File: config.mk
export PLATFORM = sky130hd
export DESIGN_NAME = camlink_pattern_gen_flat
export DESIGN_NICKNAME = d
export VERILOG_FILES = /design/src/rtl/camlink_pkg.sv /design/src/rtl/camlink_pattern_gen_if.sv /design/src/rtl/cl_pattern_src.sv /design/src/rtl/camlink_pattern_gen.sv /design/src/flat_wrapper.sv
export SDC_FILE = /design/constraint.sdc
export NUM_CORES = 1
export LEC_CHECK = 0
export ABC_AREA = 1
export CAP_MARGIN = 15
export CORE_MARGIN = 8
export CORE_UTILIZATION = 59
export DETAILED_ROUTE_END_ITERATION = 6
export GPL_ROUTABILITY_DRIVEN = 0
export MAX_ROUTING_LAYER = met4
export PLACE_DENSITY = 0.81
export SETUP_SLACK_MARGIN = 0.5
export SLEW_MARGIN = 0
export SYNTH_ARGS = -nofsm -noshare
export SYNTH_HDL_FRONTEND = slang
export SYNTH_SLANG_ARGS = --single-unit
File: constraint.sdc
create_clock -name pix_clk -period 3.6 [get_ports pix_clk]
set_input_delay 0.36 -clock pix_clk [delete_from_list [all_inputs] [get_ports pix_clk]]
set_output_delay 0.36 -clock pix_clk [all_outputs]
set_load 0.01 [all_outputs]
File: src/rtl/camlink_pkg.sv
// Shared types and constants for the Camera Link test-pattern generator.
// Checker cell size is a power of two so a single x/y bit selects the cell parity.
package camlink_pkg;

  typedef enum logic [2:0] {
    ST_IDLE,
    ST_LEAD,
    ST_LINE,
    ST_HBLK,
    ST_VBLK
  } state_t;

  typedef enum logic [1:0] {
    PAT_HRAMP = 2'd0,
    PAT_VRAMP = 2'd1,
    PAT_CHECK = 2'd2,
    PAT_SOLID = 2'd3
  } pat_mode_t;

  localparam int CELL_SIZE = 8;

  function automatic int cnt_width(input int v);
    return (v > 1) ? $clog2(v) : 1;
  endfunction

endpackage

File: src/rtl/camlink_pattern_gen_if.sv
// Camera Link-style video strobes plus pixel bus; the generator is the master.
// No backpressure: the slave must accept one pixel per pix_clk while dval is high.
interface camlink_pattern_gen_if #(
  parameter int BPP = 12
);
  logic           fval;
  logic           lval;
  logic           dval;
  logic [BPP-1:0] pix_data;

  modport master (output fval, lval, dval, pix_data);
  modport slave  (input  fval, lval, dval, pix_data);
endinterface

File: src/rtl/cl_pattern_src.sv
// Combinational pixel value from (x, y, mode, solid); zero latency, no backpressure.
// Checkerboard logic exists only when CAMLINK_GEN_CHECKER_EN is defined, else mode 2 is a ramp.
module cl_pattern_src
  import camlink_pkg::*;
#(
  parameter int BPP = 12,
  parameter int XW  = 10,
  parameter int YW  = 9
) (
  input  logic [XW-1:0]  x,
  input  logic [YW-1:0]  y,
  input  pat_mode_t      mode,
  input  logic [BPP-1:0] solid_val,
  output logic [BPP-1:0] pix
);

`ifdef CAMLINK_GEN_CHECKER_EN
  logic cell_x;
  logic cell_y;
  assign cell_x = |(32'(x) & 32'(CELL_SIZE));
  assign cell_y = |(32'(y) & 32'(CELL_SIZE));
`endif

  always_comb begin
    pix = '0;
    case (mode)
      PAT_HRAMP: pix = BPP'(x);
      PAT_VRAMP: pix = BPP'(y);
`ifdef CAMLINK_GEN_CHECKER_EN
      PAT_CHECK: pix = (cell_x ^ cell_y) ? '1 : '0;
`else
      PAT_CHECK: pix = BPP'(x);
`endif
      PAT_SOLID: pix = solid_val;
      default:   pix = '0;
    endcase
  end

endmodule

File: src/rtl/camlink_pattern_gen.sv
// Camera Link frame/line pattern generator; every output registered, trailing the FSM state by one cycle.
// No backpressure; CAMLINK_GEN_CHECKER_EN adds the checkerboard pattern (mode 2).
module camlink_pattern_gen
  import camlink_pkg::*;
#(
  parameter int WIDTH   = 640,
  parameter int HEIGHT  = 512,
  parameter int BPP     = 12,
  parameter int FV_LEAD = 4,
  parameter int HBLANK  = 16,
  parameter int VBLANK  = 8
) (
  input  logic                  pix_clk,
  input  logic                  rst,
  input  logic                  enable,
  input  logic                  start,
  input  logic [1:0]            mode,
  input  logic [BPP-1:0]        solid_val,
  camlink_pattern_gen_if.master vid,
  output logic                  busy,
  output logic                  frame_done,
  output logic [7:0]            frame_cnt
);

  localparam int XW    = cnt_width(WIDTH);
  localparam int YW    = cnt_width(HEIGHT);
  localparam int CMAX  = (FV_LEAD > HBLANK) ? ((FV_LEAD > VBLANK) ? FV_LEAD : VBLANK)
                                            : ((HBLANK > VBLANK) ? HBLANK : VBLANK);
  localparam int CW    = cnt_width(CMAX);

  state_t         state;
  logic [CW-1:0]  cnt;
  logic [XW-1:0]  x;
  logic [YW-1:0]  y;
  pat_mode_t      mode_q;
  logic [BPP-1:0] solid_q;
  logic [BPP-1:0] pix;

  cl_pattern_src #(.BPP(BPP), .XW(XW), .YW(YW)) u_src (
    .x         (x),
    .y         (y),
    .mode      (mode_q),
    .solid_val (solid_q),
    .pix       (pix)
  );

  always_ff @(posedge pix_clk) begin
    if (rst) begin
      state        <= ST_IDLE;
      cnt          <= '0;
      x            <= '0;
      y            <= '0;
      mode_q       <= PAT_HRAMP;
      solid_q      <= '0;
      vid.fval     <= 1'b0;
      vid.lval     <= 1'b0;
      vid.dval     <= 1'b0;
      vid.pix_data <= '0;
      busy         <= 1'b0;
      frame_done   <= 1'b0;
      frame_cnt    <= '0;
    end else begin
      // Outputs decode the state held during this cycle, so strobes, pixel and status stay aligned.
      vid.fval     <= (state == ST_LEAD) || (state == ST_LINE) || (state == ST_HBLK);
      vid.lval     <= (state == ST_LINE);
      vid.dval     <= (state == ST_LINE);
      vid.pix_data <= (state == ST_LINE) ? pix : '0;
      busy         <= (state == ST_LEAD) || (state == ST_LINE) || (state == ST_HBLK);
      frame_done   <= (state == ST_VBLK) && (cnt == '0);
      if ((state == ST_VBLK) && (cnt == '0)) frame_cnt <= frame_cnt + 8'd1;

      case (state)
        ST_IDLE: begin
          if (enable || start) begin
            state   <= ST_LEAD;
            cnt     <= '0;
            x       <= '0;
            y       <= '0;
            mode_q  <= pat_mode_t'(mode);
            solid_q <= solid_val;
          end
        end
        ST_LEAD: begin
          if (cnt == CW'(FV_LEAD - 1)) begin
            state <= ST_LINE;
            x     <= '0;
          end else begin
            cnt <= cnt + 1'b1;
          end
        end
        ST_LINE: begin
          if (x == XW'(WIDTH - 1)) begin
            state <= ST_HBLK;
            cnt   <= '0;
          end else begin
            x <= x + 1'b1;
          end
        end
        ST_HBLK: begin
          if (cnt == CW'(HBLANK - 1)) begin
            cnt <= '0;
            if (y != YW'(HEIGHT - 1)) begin
              state <= ST_LINE;
              x     <= '0;
              y     <= y + 1'b1;
            end else begin
              state <= ST_VBLK;
            end
          end else begin
            cnt <= cnt + 1'b1;
          end
        end
        ST_VBLK: begin
          if (cnt == CW'(VBLANK - 1)) begin
            cnt <= '0;
            x   <= '0;
            y   <= '0;
            if (enable) begin
              state   <= ST_LEAD;
              mode_q  <= pat_mode_t'(mode);
              solid_q <= solid_val;
            end else begin
              state <= ST_IDLE;
            end
          end else begin
            cnt <= cnt + 1'b1;
          end
        end
        default: state <= ST_IDLE;
      endcase
    end
  end

endmodule
File: src/flat_wrapper.sv
// flat-port wrapper written by rule: the top's interface ports become plain ports
module camlink_pattern_gen_flat import camlink_pkg::*;
#(
  parameter int WIDTH   = 640,
  parameter int HEIGHT  = 512,
  parameter int BPP     = 12,
  parameter int FV_LEAD = 4,
  parameter int HBLANK  = 16,
  parameter int VBLANK  = 8
)
  (pix_clk, rst, enable, start, mode, solid_val, busy, frame_done, frame_cnt, vid_fval, vid_lval, vid_dval, vid_pix_data);
  camlink_pattern_gen_if #(.BPP(BPP)) vid_i ();
  input  logic pix_clk;
  input  logic rst;
  input  logic enable;
  input  logic start;
  input  logic [1:0] mode;
  input  logic [BPP-1:0] solid_val;
  output logic busy;
  output logic frame_done;
  output logic [7:0] frame_cnt;
  output wire logic [$bits(vid_i.fval)-1:0] vid_fval;
  output wire logic [$bits(vid_i.lval)-1:0] vid_lval;
  output wire logic [$bits(vid_i.dval)-1:0] vid_dval;
  output wire logic [$bits(vid_i.pix_data)-1:0] vid_pix_data;
  assign vid_fval = vid_i.fval;
  assign vid_lval = vid_i.lval;
  assign vid_dval = vid_i.dval;
  assign vid_pix_data = vid_i.pix_data;
  camlink_pattern_gen #(.WIDTH(WIDTH), .HEIGHT(HEIGHT), .BPP(BPP), .FV_LEAD(FV_LEAD), .HBLANK(HBLANK), .VBLANK(VBLANK)) u_core (.pix_clk(pix_clk), .rst(rst), .enable(enable), .start(start), .mode(mode), .solid_val(solid_val), .vid(vid_i), .busy(busy), .frame_done(frame_done), .frame_cnt(frame_cnt));
endmodule
### Yosys cells after proc, flatten, opt, wreduce, memory -nomap -nowiden

Cells that the tools add are included.

* memories: 0
* input port bits: 18
* bits in writable memories: 0
* word-level logic and storage cells: 89
* flip-flop bits (word level): 63
* bits in read-only memories: 0
* latch bits: 0

* order comparisons: 0
* bitwise operators: 1
* shifts and indexed selects: 0
* equal/unequal tests: 21
* mux-type cells: 35
* add/sub/neg operators: 4
* reduce and logical (&&, ||, !) cells: 17
* divide/modulo/power cells: 0
* multipliers: 0

Operators by type and width (count)
* 10-bit two-way mux: 6
* 10-bit one-hot mux with 5 select lines: 1
* 12-bit two-way mux: 3
* 9-bit two-way mux: 4
* 12-bit one-hot mux with 3 select lines: 1
* 9-bit one-hot mux with 3 select lines: 1
* 12-bit one-hot mux with 2 select lines: 1
* 4-bit two-way mux: 5
* 4-bit one-hot mux with 5 select lines: 1
* 3-bit two-way mux: 6
* 2-bit inequality test, second input constant: 8
* 3-bit one-hot mux with 5 select lines: 1
* 10-bit by 1-bit adder with 10-bit output, second input constant: 1
* 10-bit equality test, second input constant: 1
* 5-bit AND reduction: 2
* 9-bit by 1-bit adder with 9-bit output, second input constant: 1
* 9-bit inequality test, second input constant: 1
* 8-bit by 1-bit adder with 8-bit output, second input constant: 1
* 4-bit AND reduction: 2
* 7-bit AND reduction: 1
* 3-bit by 2-bit equality test with 1-bit output, second input constant: 2
* 2-bit two-way mux: 3
* 5-bit nonzero test: 1
* 4-bit by 1-bit adder with 4-bit output, second input constant: 1
* 19 further kinds: 23

### Depth between registers and ports, before layout

Gate-level depths: netlist (run 1).

* depth after elaboration: 4
* gate-level depth with buffers: 14
* mapped depth without buffers: 14

### By module

A second synthesis (run 1) with hierarchy kept.

* cells, all modules: 463
* area, all modules: 3276.9 sq um

Modules (own cells, without submodules)
* camlink_pattern_gen: cells each 414, area an instance 3022.9 sq um, seq. area each 1261.2 sq um, times used 1
* cl_pattern_src: cells each 49, area an instance 254.0 sq um, seq. area each 0.0 sq um, times used 1

### Least setup slack after synthesis (run 1)

OpenSTA, ideal clock, no wires.

* kind: register -> register
* start: reg u_core.y[0]
* end: reg u_core.y[6]
* data required time: 3.477 ns
* data arrival time: 1.689 ns
* slack: 1.788 ns
* period minus slack after synthesis: 1.812 ns
* stages on the path, launching flop included: 15
* cell sequence: dfxtp_1 ha_1 nand2_1 nor3_1 nand2_1 nor2_1 ha_1 nand2_1 nand3_4 nor2_2 buf_4 nand2_1 nand2_1 nand2_1 nor2_1

* longest elaborated chain between the ends: 4

Ends and longest elaborated chain
* start, declared: line camlink_pattern_gen.sv:34 `logic [YW-1:0] y;`
* start signal, assigned: line camlink_pattern_gen.sv:105 `y <= y + 1'b1;`
* 9-bit by 1-bit adder with 9-bit output: line camlink_pattern_gen.sv:105
* 9-bit two-way mux: line camlink_pattern_gen.sv:102 `if (y != YW'(HEIGHT - 1)) begin`
* 9-bit two-way mux: line camlink_pattern_gen.sv:100 `if (cnt == CW'(HBLANK - 1)) begin`
* 9-bit one-hot mux with 3 select lines: line camlink_pattern_gen.sv:72 `case (state)`

Parallel ways exist; a longest one is shown, timed or not. The select of a mux whose other input is x is not followed.
A chain may end at the register's enable or synchronous reset.

### Final worst setup path (run 1)

* start: reg u_core.y[0]
* end: reg u_core.y[1]

Same word-level chain as after synthesis.

==> flow_metrics.py, run 1 <==
metrics = {
    "status": {
        "outcome": "completed",
    },
    "placement": {
        "port-buffer-count": 42,
        "dp_hpwl_um": 5500,
        "place_ws_ns": 1.21,
        "dp.cells": 545,
    },
    "layout": {
        "nNetsFinal": 510,
        "fin_cells": 561,
        "drive_above_1_share_pct": 9.37,
        "antenna_cells": 0,
        "area_growth_pct": 20.5,
    },
    "critical_path": {
        "critical_path.top_delay_family": "simple AND/OR/NAND/NOR gates",
        "cp_max_fo": 6,
        "critPathLaunchType": "flop",
        "path_cells": "ha_1 > nand2_1 > nor3_1 > nand2_1 > nor2_1 > ha_1 > inv_1 > nor2_1 > nor2_1 > nand3_1 > nand2_1 > a21oi_1",
        "critPathBufInv": 1,
        "timing.rr.start": "u_core.y[0]",
        "reg2reg_to": "u_core.y[1]",
        "endpoint_kind": "flop",
        "cpMaxStageDelayCell": "dfxtp_1",
        "r2r_cells": 12,
        "max_stage_delay_ns": 0.41,
        "cp.required_ns": 3.86,
        "crit_type": "reg -> reg",
        "arrival_ns": 2.42,
        "r2r_setup_slack_ns": 1.44,
    },
    "min_path": {
        "hold_start": "u_core.solid_q[10]",
        "min_path_type": "reg -> reg",
        "hold_end": "u_core.vid.pix_data[10]",
        "hold_depth": 2,
    },
    "synthesis": {
        "netlist_top_cells_area": "dfxtp_1 41%, nand2_1 11%, nor2_1 6.8%",
        "syn-cell-area_mm2": 0.00310,
        "syn-num-nets": 471,
        "ys_seq_area_share_pct": 40.6,
        "synth_largest_area_cell": "dfxtp_1",
        "synth_top_area_share_pct": 40.6,
        "yosys_warnings": 0,
        "synth_area_per_cell_um2": 6.94,
        "synth-seq-cells": 63,
        "synthDistinctLibCells": 30,
        "netlist_instances": 447,
    },
    "routing": {
        "drt_iter0_drc": 268,
        "viasPerCell": 5.32,
        "ant_nets": 0,
        "vias": 2986,
        "drt_pass1_iterations": 5,
        "drc": 0,
        "wl_um": 7450,
        "routedWlPerCell_um": 13.3,
    },
    "global_routing": {
        "antenna_found_initial": 0,
        "grt_pass1_wl_um": 12300,
        "grtUsageTotal_pct": 20.6,
        "grt_pass1_vias": 2750,
        "grt_max_degree": 28,
        "gr-total-overflow": 0,
    },
    "pwr": {
        "p_leak_nw": 1.49,
        "clkPwrFrac_pct": 27.8,
        "switching_power_mw": 0.842,
        "power.total_mw": 2.19,
        "power.density_mw_per_mm2": 586,
        "p_seq_share_pct": 41.1,
        "power.internal_mw": 1.35,
        "max-vdd-ir-drop_v": 0.000315,
        "comb_power_share_pct": 31.1,
        "netSwitchingFraction_pct": 38.4,
    },
    "sta": {
        "fin_skew_ns": 0.00700,
        "fin_crit_sh_pct": 60.0,
        "fin_ws_ns": 1.44,
        "slew_violations": 0,
        "relSlewSlack_pct": 51.3,
        "setup_violations": 0,
        "hold_viol_final": 0,
        "min_period_ns": 2.16,
        "worstMarginPinSlew_ns": 0.730,
        "setup-tns-final_ns": 0,
        "fmax_mhz": 463,
        "rsz0062_at_grt": "false",
    },
    "floorplanning": {
        "io_pins": 43,
        "core_region_area_mm2": 0.00511,
        "die_area_mm2": 0.00784,
        "initial_utilization_pct": 60.8,
        "fp.dieH_um": 88.5,
        "num_rows": 26,
        "die_width_um": 88.5,
    },
    "clock_tree": {
        "cts-root-buf": "clkbuf_8",
        "post_cts_buffers": 0,
        "clock_path_buffers": 2,
        "hold_buffers": 0,
        "clkSinkCount": 63,
        "clkLatencyLatePin_ns": 0.34,
        "cts_made_buffers": 9,
        "htree_num_levels": 3,
        "cts_resized": 0,
        "path_clk_slew_ns": 0.07,
        "cts_tree": "built",
    },
    "flow_run": {
        "cap_violations": 0,
    },
}
## power by group through the flow
stage                     Combinational, mW  Clock, mW  Sequential (mW)
after floorplan                       0.572          0            0.866
after global placement                0.658          0            0.906
after detailed placement              0.676          0            0.912
after CTS                             0.680      0.610            0.896
after global routing                  0.762      0.651            0.914
final                                 0.682      0.609            0.900
## layout make-up
cell class              instances  area, um^2
inverters                      59         224
clock buffers                  10         138
flip-flops and latches         63        1260
repair buffers                 43         428
multi-input cells             310        1540
fillers                       441        1370
well taps                      70        87.6
clock inverters                 6        60.1
## cells in the mapped netlist
cell	number
a21oi_1	27
a21oi_2	5
a31oi_1	1
buf_2	2
buf_4	3
buf_6	1
clkbuf_1	9
dfxtp_1	63
ha_1	6
inv_1	54
inv_2	4
inv_4	1
nand2_1	87
nand2_2	1
nand2_4	3
nand3_1	41
nand3_2	3
nand3_4	1
nand4_1	3
nor2_1	56
nor2_2	10
nor2_4	1
nor3_1	13
nor4_1	1
o211ai_1	2
o21ai_0	27
o21ai_1	15
o221ai_1	1
xnor2_1	3
xor2_1	3
## registers in the layout (all words and copies together), names as in the netlist, 2 cells and up
register / count
u_core.x: 10
u_core.frame_cnt: 8
u_core.solid_q: 12
u_core.state: 3
u_core.vid.pix_data: 12
u_core.cnt: 4
u_core.mode_q: 2
u_core.y: 9
## kinds of logic (layout without fill, tap and decap cells)
kind of cell,Yosys count,after routing,share of synthesized area (%)
AO/OA/AOI/OAI,78,78,13.5
XOR/XNOR,6,6,1.69
adder cells (fa/ha/maj),6,6,2.42
buffers and inverters,74,118,9.72
flip-flops,63,63,40.6
AND/OR/NAND/NOR,220,220,32.0
## worst reg2reg max path, cell delays in order (launching register included)
cell and delay (ns):
dfxtp_1 0.41, ha_1 0.23, nand2_1 0.08, nor3_1 0.25, nand2_1 0.09, nor2_1 0.10, ha_1 0.17, inv_1 0.05
nor2_1 0.16, nor2_1 0.07, nand3_1 0.20, nand2_1 0.11, a21oi_1 0.15
## stage by stage
stage / area, um^2 / util (%) / hold slack [ns]
3_5_place_dp: 3540 / 69.3 / 0.430
2_1_floorplan: 3100 / - / 0.414
3_3_place_gp: 3540 / 69.3 / 0.430
6_report: 3740 / 73.2 / 0.442
4_1_cts: 3740 / 73.2 / 0.440
5_1_grt: 3740 / 73.2 / 0.467
## layout by cell type (no fill, tap or decap), types with 2 or more instances in the layout
cell	n
a21oi_1	27
a21oi_2	5
clkbuf_8	10
clkdlybuf4s50_1	42
clkinv_2	3
clkinvlp_4	2
dfxtp_1	63
ha_1	6
inv_1	54
inv_2	4
nand2_1	87
nand2_4	3
nand3_1	41
nand3_2	3
nand4_1	3
nor2_1	56
nor2_2	10
nor3_1	13
o211ai_1	2
o21ai_0	27
o21ai_1	15
xnor2_1	3
xor2_1	3
## worst max-delay path by stage
stage                     start     endpoint  slack [ns]  depth (start not counted)
finish              u_core.y[0]  u_core.y[1]        1.44                         12
global route        u_core.y[0]  u_core.y[3]        1.19                         14
CTS                 u_core.y[0]  u_core.y[1]        1.47                         12
detailed placement          rst  u_core.y[3]        1.21                          6
global placement            rst  u_core.y[3]        1.28                          6
floorplan           u_core.y[0]  u_core.y[6]        1.79                         14
## metal layers
| metal | track usage, % | vias to the layer above | share of wire, % |
|---|---|---|---|
| met5 | - | - | 0 |
| met4 | 7.37 | 0 | 1.3 |
| met3 | 4.64 | 14 | 6.1 |
| met2 | 33.7 | 105 | 47 |
| met1 | 24.1 | 1351 | 45 |
| li1 | - | 1516 | - |
Power figures use the tool's default switching activity.
==> run 2, diff against run 1 <==
--- a/config.mk
+++ b/config.mk
@@ -8,11 +8,11 @@
 export ABC_AREA = 1
 export CAP_MARGIN = 15
 export CORE_MARGIN = 8
-export CORE_UTILIZATION = 59
+export CORE_UTILIZATION = 49
 export DETAILED_ROUTE_END_ITERATION = 6
 export GPL_ROUTABILITY_DRIVEN = 0
 export MAX_ROUTING_LAYER = met4
-export PLACE_DENSITY = 0.81
+export PLACE_DENSITY = 0.72
 export SETUP_SLACK_MARGIN = 0.5
 export SLEW_MARGIN = 0
 export SYNTH_ARGS = -nofsm -noshare
==> constraint.sdc (replaced) <==
create_clock -name pix_clk -period 1.8 [get_ports pix_clk]
set_input_delay 0.18 -clock pix_clk [delete_from_list [all_inputs] [get_ports pix_clk]]
set_output_delay 0.18 -clock pix_clk [all_outputs]
set_load 0.01 [all_outputs]
==> run 2 against run 1 <==
Net effect:
- utilization up 1.3 points
- critical path type unchanged
- die area grew 17%
- largest power group is now combinational cells
- critical path depth is the same
- critical endpoint is now u_core.state[2]
- cell count rose by 8.7%
- combinational power rose to 3.6 times the previous value
- register-to-register slack lost 1.4 ns
==> flow_metrics.py, run 2 (synthesis results as in run 1) <==
metrics = {
    "floorplanning": {
        "io_pins": 43,
        "fp.dieH_um": 95.6,
        "initial_utilization_pct": 49.7,
        "core_region_area_mm2": 0.00624,
        "die_area_mm2": 0.00913,
        "die_width_um": 95.6,
        "num_rows": 29,
    },
    "sta": {
        "holdWs_ns": 0.455,
        "min_period_ns": 1.79,
        "relSlewSlack_pct": 73.3,
        "worstMarginPinSlew_ns": 0.397,
        "fmax_mhz": 560,
        "fin_crit_sh_pct": 99.3,
        "slew_violations": 0,
        "setup-tns-final_ns": 0,
        "hold_viol_final": 0,
        "fin_skew_ns": 0.00914,
        "fin_ws_ns": 0.0129,
        "rsz0062_at_grt": "true",
        "setup_violations": 0,
    },
    "placement": {
        "postPlaceCellArea_mm2": 0.00372,
        "place_ws_ns": 0.0284,
        "dp.cells": 563,
        "dp_hpwl_um": 5600,
        "port-buffer-count": 42,
    },
    "pwr": {
        "power.density_mw_per_mm2": 1190,
        "power.total_mw": 5.53,
        "p_leak_nw": 1.95,
        "max-vdd-ir-drop_v": 0.000686,
    },
    "global_routing": {
        "use_met2_pct": 33.5,
        "grt_max_degree": 17,
        "gr-total-overflow": 0,
        "met1_usage_pct": 23.1,
        "grtUsageTotal_pct": 20.2,
        "grt_pass1_wl_um": 14000,
        "busiest_layer": "met2",
        "antenna_found_initial": 0,
        "use_met3_pct": 4.09,
        "grt_pass1_vias": 3072,
    },
    "routing": {
        "drt_iter0_drc": 229,
        "vias": 3286,
        "viasPerCell": 5.39,
        "drc": 0,
        "wl_um": 9380,
        "drt_pass1_iterations": 5,
        "routedWlPerCell_um": 15.4,
        "ant_nets": 0,
    },
    "layout": {
        "n_fill_cell": 455,
        "drive_above_1_share_pct": 33.6,
        "nNetsFinal": 552,
        "final_common_cell": "nand2_1",
        "area_growth_pct": 49.8,
        "multi_input_area_mm2": 0.00205,
        "antenna_cells": 0,
        "regArea_mm2": 0.00129,
        "stdcell_area_mm2": 0.00465,
        "fin_cells": 610,
        "final_cell_mix": "73 x nand2_1, 48 x dfxtp_1, 47 x inv_1",
        "postLayoutCoreUtil_pct": 74.5,
        "reg_top3": "u_core.solid_q: 12 flops, u_core.vid.pix_data: 12 flops, u_core.x: 10 flops",
    },
    "critical_path": {
        "arrival_ns": 2.07,
        "cp_max_fo": 2,
        "cp.required_ns": 2.09,
        "endpoint_kind": "flop",
        "r2r_setup_slack_ns": 0.01,
        "crit_type": "reg -> reg",
        "r2r_cells": 12,
        "critPathLaunchType": "flop",
    },
    "flow_run": {
        "cap_violations": 0,
    },
    "clock_tree": {
        "cts-root-buf": "clkbuf_8",
        "cts_tree": "built",
        "clkSinkCount": 63,
        "path_clk_slew_ns": 0.07,
        "htree_num_levels": 3,
        "clock_path_buffers": 2,
        "cts_made_buffers": 9,
        "clkLatencyLatePin_ns": 0.35,
    },
    "status": {
        "outcome": "completed",
    },
    "min_path": {
        "hold_depth": 2,
        "min_path_type": "reg -> reg",
    },
}
[run 2: worst paths after layout]
check / start / to
max: u_core.y[0] / u_core.state[2]
max reg2reg: u_core.y[0] / u_core.state[2]
min reg2reg: u_core.solid_q[10] / u_core.vid.pix_data[10]
min: u_core.solid_q[10] / u_core.vid.pix_data[10]
[run 2: worst max-delay path: stages, from the launching register on]
cell,delay (ns)
dfxtp_2,0.36
ha_4,0.15
nand2_4,0.06
nor3_4,0.13
nand2_1,0.07
nor2_1,0.13
ha_2,0.22
inv_2,0.06
nor2_4,0.12
buf_4,0.12
buf_4,0.10
nand3_1,0.09
a21oi_2,0.12
[run 2: final cells by class]
type                       count  area share (%)
clock buffer                  12            3.12
clock inverter                 4            1.18
inverter                      59            5.46
multi-input combinational    312            44.1
sequential                    63            27.8
tap                           77            2.07
timing repair buffer          80            15.4
timing repair inverter         3           0.888
[run 2: power breakdown]
part	leakage [nW]	switching (mW)	internal [mW]	total (mW)
Sequential	0.521	0.205	1.62	1.82
Combinational	1.33	1.56	0.893	2.45
Clock	0.0968	0.574	0.683	1.26
[run 2: metal layers]
metal | vias to the layer above | share of wire, %
li1 | 1610 | -
met1 | 1546 | 43
met2 | 104 | 50
met3 | 26 | 5.0
met4 | 0 | 2.5
met5 | - | 0
[run 2: timing repair]
| item | in CTS | in global routing |
|---|---|---|
| hold buffers | 0 | 0 |
| buffers inserted | 21 | 5 |
| pin swaps | 30 | 18 |
| gates resized for setup | 102 | 74 |
| gates cloned | 4 | 1 |
| endpoints found under the setup margin | 69 | 56 |
==> run 3, diff against run 2 <==
--- a/config.mk
+++ b/config.mk
@@ -13,6 +13,7 @@
 export GPL_ROUTABILITY_DRIVEN = 0
 export MAX_ROUTING_LAYER = met4
 export PLACE_DENSITY = 0.72
+export REMOVE_ABC_BUFFERS = 1
 export SETUP_SLACK_MARGIN = 0.5
 export SLEW_MARGIN = 0
 export SYNTH_ARGS = -nofsm -noshare
==> run 3 against run 2 <==
Net effect:
- global-route usage grew 0.88 points
- largest cell class unchanged
- critical path type unchanged
- non-clock buffer count is 3 higher
- power up 3.9%
- critical endpoint is now u_core.y[6]
- utilization increased by 2.3 points
- design area rose by 3.1%
- clock-buffer cell count fell by 1
==> flow_metrics.py, run 3 (synthesis results as in run 1) <==
metrics = {
    "critical_path": {
        "arrival_ns": 2.00,
        "cp_max_fo": 6,
        "cp.required_ns": 2.05,
        "critPathLaunchType": "flop",
        "crit_type": "reg -> reg",
        "endpoint_kind": "flop",
    },
    "layout": {
        "antenna_cells": 0,
        "final_common_cell": "nand2_1",
        "nNetsFinal": 554,
        "drive_above_1_share_pct": 39.3,
        "reg_top3": "u_core.solid_q: 12 flops, u_core.vid.pix_data: 12 flops, u_core.x: 10 flops",
        "final_cell_mix": "60 x nand2_1, 45 x inv_1, 45 x dfxtp_1",
        "area_growth_pct": 54.6,
    },
    "floorplanning": {
        "fp.dieH_um": 95.6,
        "io_pins": 43,
        "num_rows": 29,
        "initial_utilization_pct": 49.7,
        "die_area_mm2": 0.00913,
        "core_region_area_mm2": 0.00624,
        "die_width_um": 95.6,
    },
    "routing": {
        "drc": 0,
        "ant_nets": 0,
        "vias": 3306,
        "viasPerCell": 5.40,
        "routedWlPerCell_um": 16.1,
        "drt_iter0_drc": 212,
        "drt_pass1_iterations": 5,
        "wl_um": 9850,
    },
    "placement": {
        "dp_hpwl_um": 5480,
        "port-buffer-count": 42,
    },
    "sta": {
        "fin_skew_ns": 0.0166,
        "hold_viol_final": 0,
        "min_period_ns": 1.76,
        "fmax_mhz": 569,
        "rsz0062_at_grt": "true",
        "setup_violations": 0,
        "worstMarginPinSlew_ns": 0.349,
        "fin_crit_sh_pct": 97.7,
        "relSlewSlack_pct": 76.7,
        "holdWs_ns": 0.448,
        "slew_violations": 0,
        "setup-tns-final_ns": 0,
    },
    "pwr": {
        "netSwitchingFraction_pct": 42.4,
        "switching_power_mw": 2.44,
        "clkPwrFrac_pct": 21.8,
        "comb_power_share_pct": 46.5,
        "power.density_mw_per_mm2": 1200,
        "power.internal_mw": 3.31,
        "p_seq_share_pct": 31.8,
        "p_leak_nw": 2.01,
        "max-vdd-ir-drop_v": 0.000767,
    },
    "clock_tree": {
        "cts-root-buf": "clkbuf_8",
        "hold_buffers": 0,
        "cts_made_buffers": 9,
        "clkLatencyLatePin_ns": 0.35,
        "clock_path_buffers": 2,
        "clkSinkCount": 63,
        "cts_tree": "built",
        "path_clk_slew_ns": 0.07,
        "htree_num_levels": 3,
    },
    "global_routing": {
        "grtUsageTotal_pct": 21.1,
        "grt_pass1_wl_um": 14800,
        "gr-total-overflow": 0,
        "antenna_found_initial": 0,
        "grt_max_degree": 25,
        "grt_pass1_vias": 3208,
    },
    "status": {
        "outcome": "completed",
    },
    "flow_run": {
        "cap_violations": 0,
    },
    "min_path": {
        "min_path_type": "in -> reg",
    },
}
[run 3: changes by cell type in the layout (fill, tap and decap cells not counted), moves of 6 or more]
cell / delta
nand2_1: -13
nand2_2: +8
o21ai_2: -8
a21oi_1: -7
a21oi_2: +7
nand2_4: +6
nand3_1: -6
nand3_2: +6
o21ai_1: +6
[run 3: cell type report]
type / instances / area [um^2]
multi-input combinational: 311 / 2140
fill: 436 / 1450
sequential: 63 / 1290
timing repair buffer: 83 / 767
inverter: 59 / 256
clock buffer: 11 / 141
tap: 77 / 96.3
clock inverter: 5 / 57.6
timing repair inverter: 3 / 41.3
[run 3: per-stage QoR]
stage	instances	instance area (um^2)	util (%)	setup slack, ns	power (mW)
2_1_floorplan	432	3030	-	0.0273	2.77
3_3_place_gp	570	3700	59.2	0.0269	3.29
3_5_place_dp	570	3700	59.2	-0.0137	3.32
4_1_cts	602	4340	69.5	0.0900	5.25
5_1_grt	612	4800	76.8	-0.0455	6.02
6_report	612	4800	76.8	0.0421	5.75
[run 3: worst paths after layout]
check / end / cells after the start / slack, ns / start
setup / recovery: u_core.y[6] / 14 / 0.04 / u_core.y[0]
hold / removal: u_core.mode_q[1] / 3 / 0.45 / mode[1]
hold reg to reg: u_core.solid_q[1] / 2 / 0.46 / u_core.solid_q[1]
setup reg to reg: u_core.y[6] / 14 / 0.04 / u_core.y[0]
[run 3: what timing repair did]
action                     CTS  global route
gates cloned                 4             1
buffers inserted            12             9
gates resized for setup    121           118
pin swaps                   34            44
setup endpoints to repair   69            57
[run 3: power by group through the flow]
stage | Sequential (mW) | Clock [mW] | Combinational (mW)
final | 1.83 | 1.25 | 2.67
after global routing | 1.85 | 1.32 | 2.84
after CTS | 1.80 | 1.25 | 2.20
after detailed placement | 1.78 | 0 | 1.54
after global placement | 1.78 | 0 | 1.51
after floorplan | 1.79 | 0 | 0.981
[run 3: critical path: stages, from the launching register on]
cell and delay (ns):
dfxtp_2 0.35, ha_4 0.15, nand2_4 0.06, nor3_4 0.14, nand2_1 0.08, nor2_1 0.10
ha_2 0.21, nand2_2 0.07, nand3_4 0.11, nor2_4 0.06, buf_6 0.13, nand2_2 0.05
nand2_1 0.05, nand2_1 0.07, nor2_1 0.04
[run 3: layer usage]
metal | routed length (um) | vias to the layer above | track usage (%) | share of wire (%)
li1 | - | 1609 | - | -
met1 | 4020 | 1569 | 23.6 | 41
met2 | 5050 | 104 | 35.1 | 51
met3 | 550 | 24 | 4.96 | 5.6
met4 | 235 | 0 | 9.09 | 2.4
met5 | 0 | - | - | 0
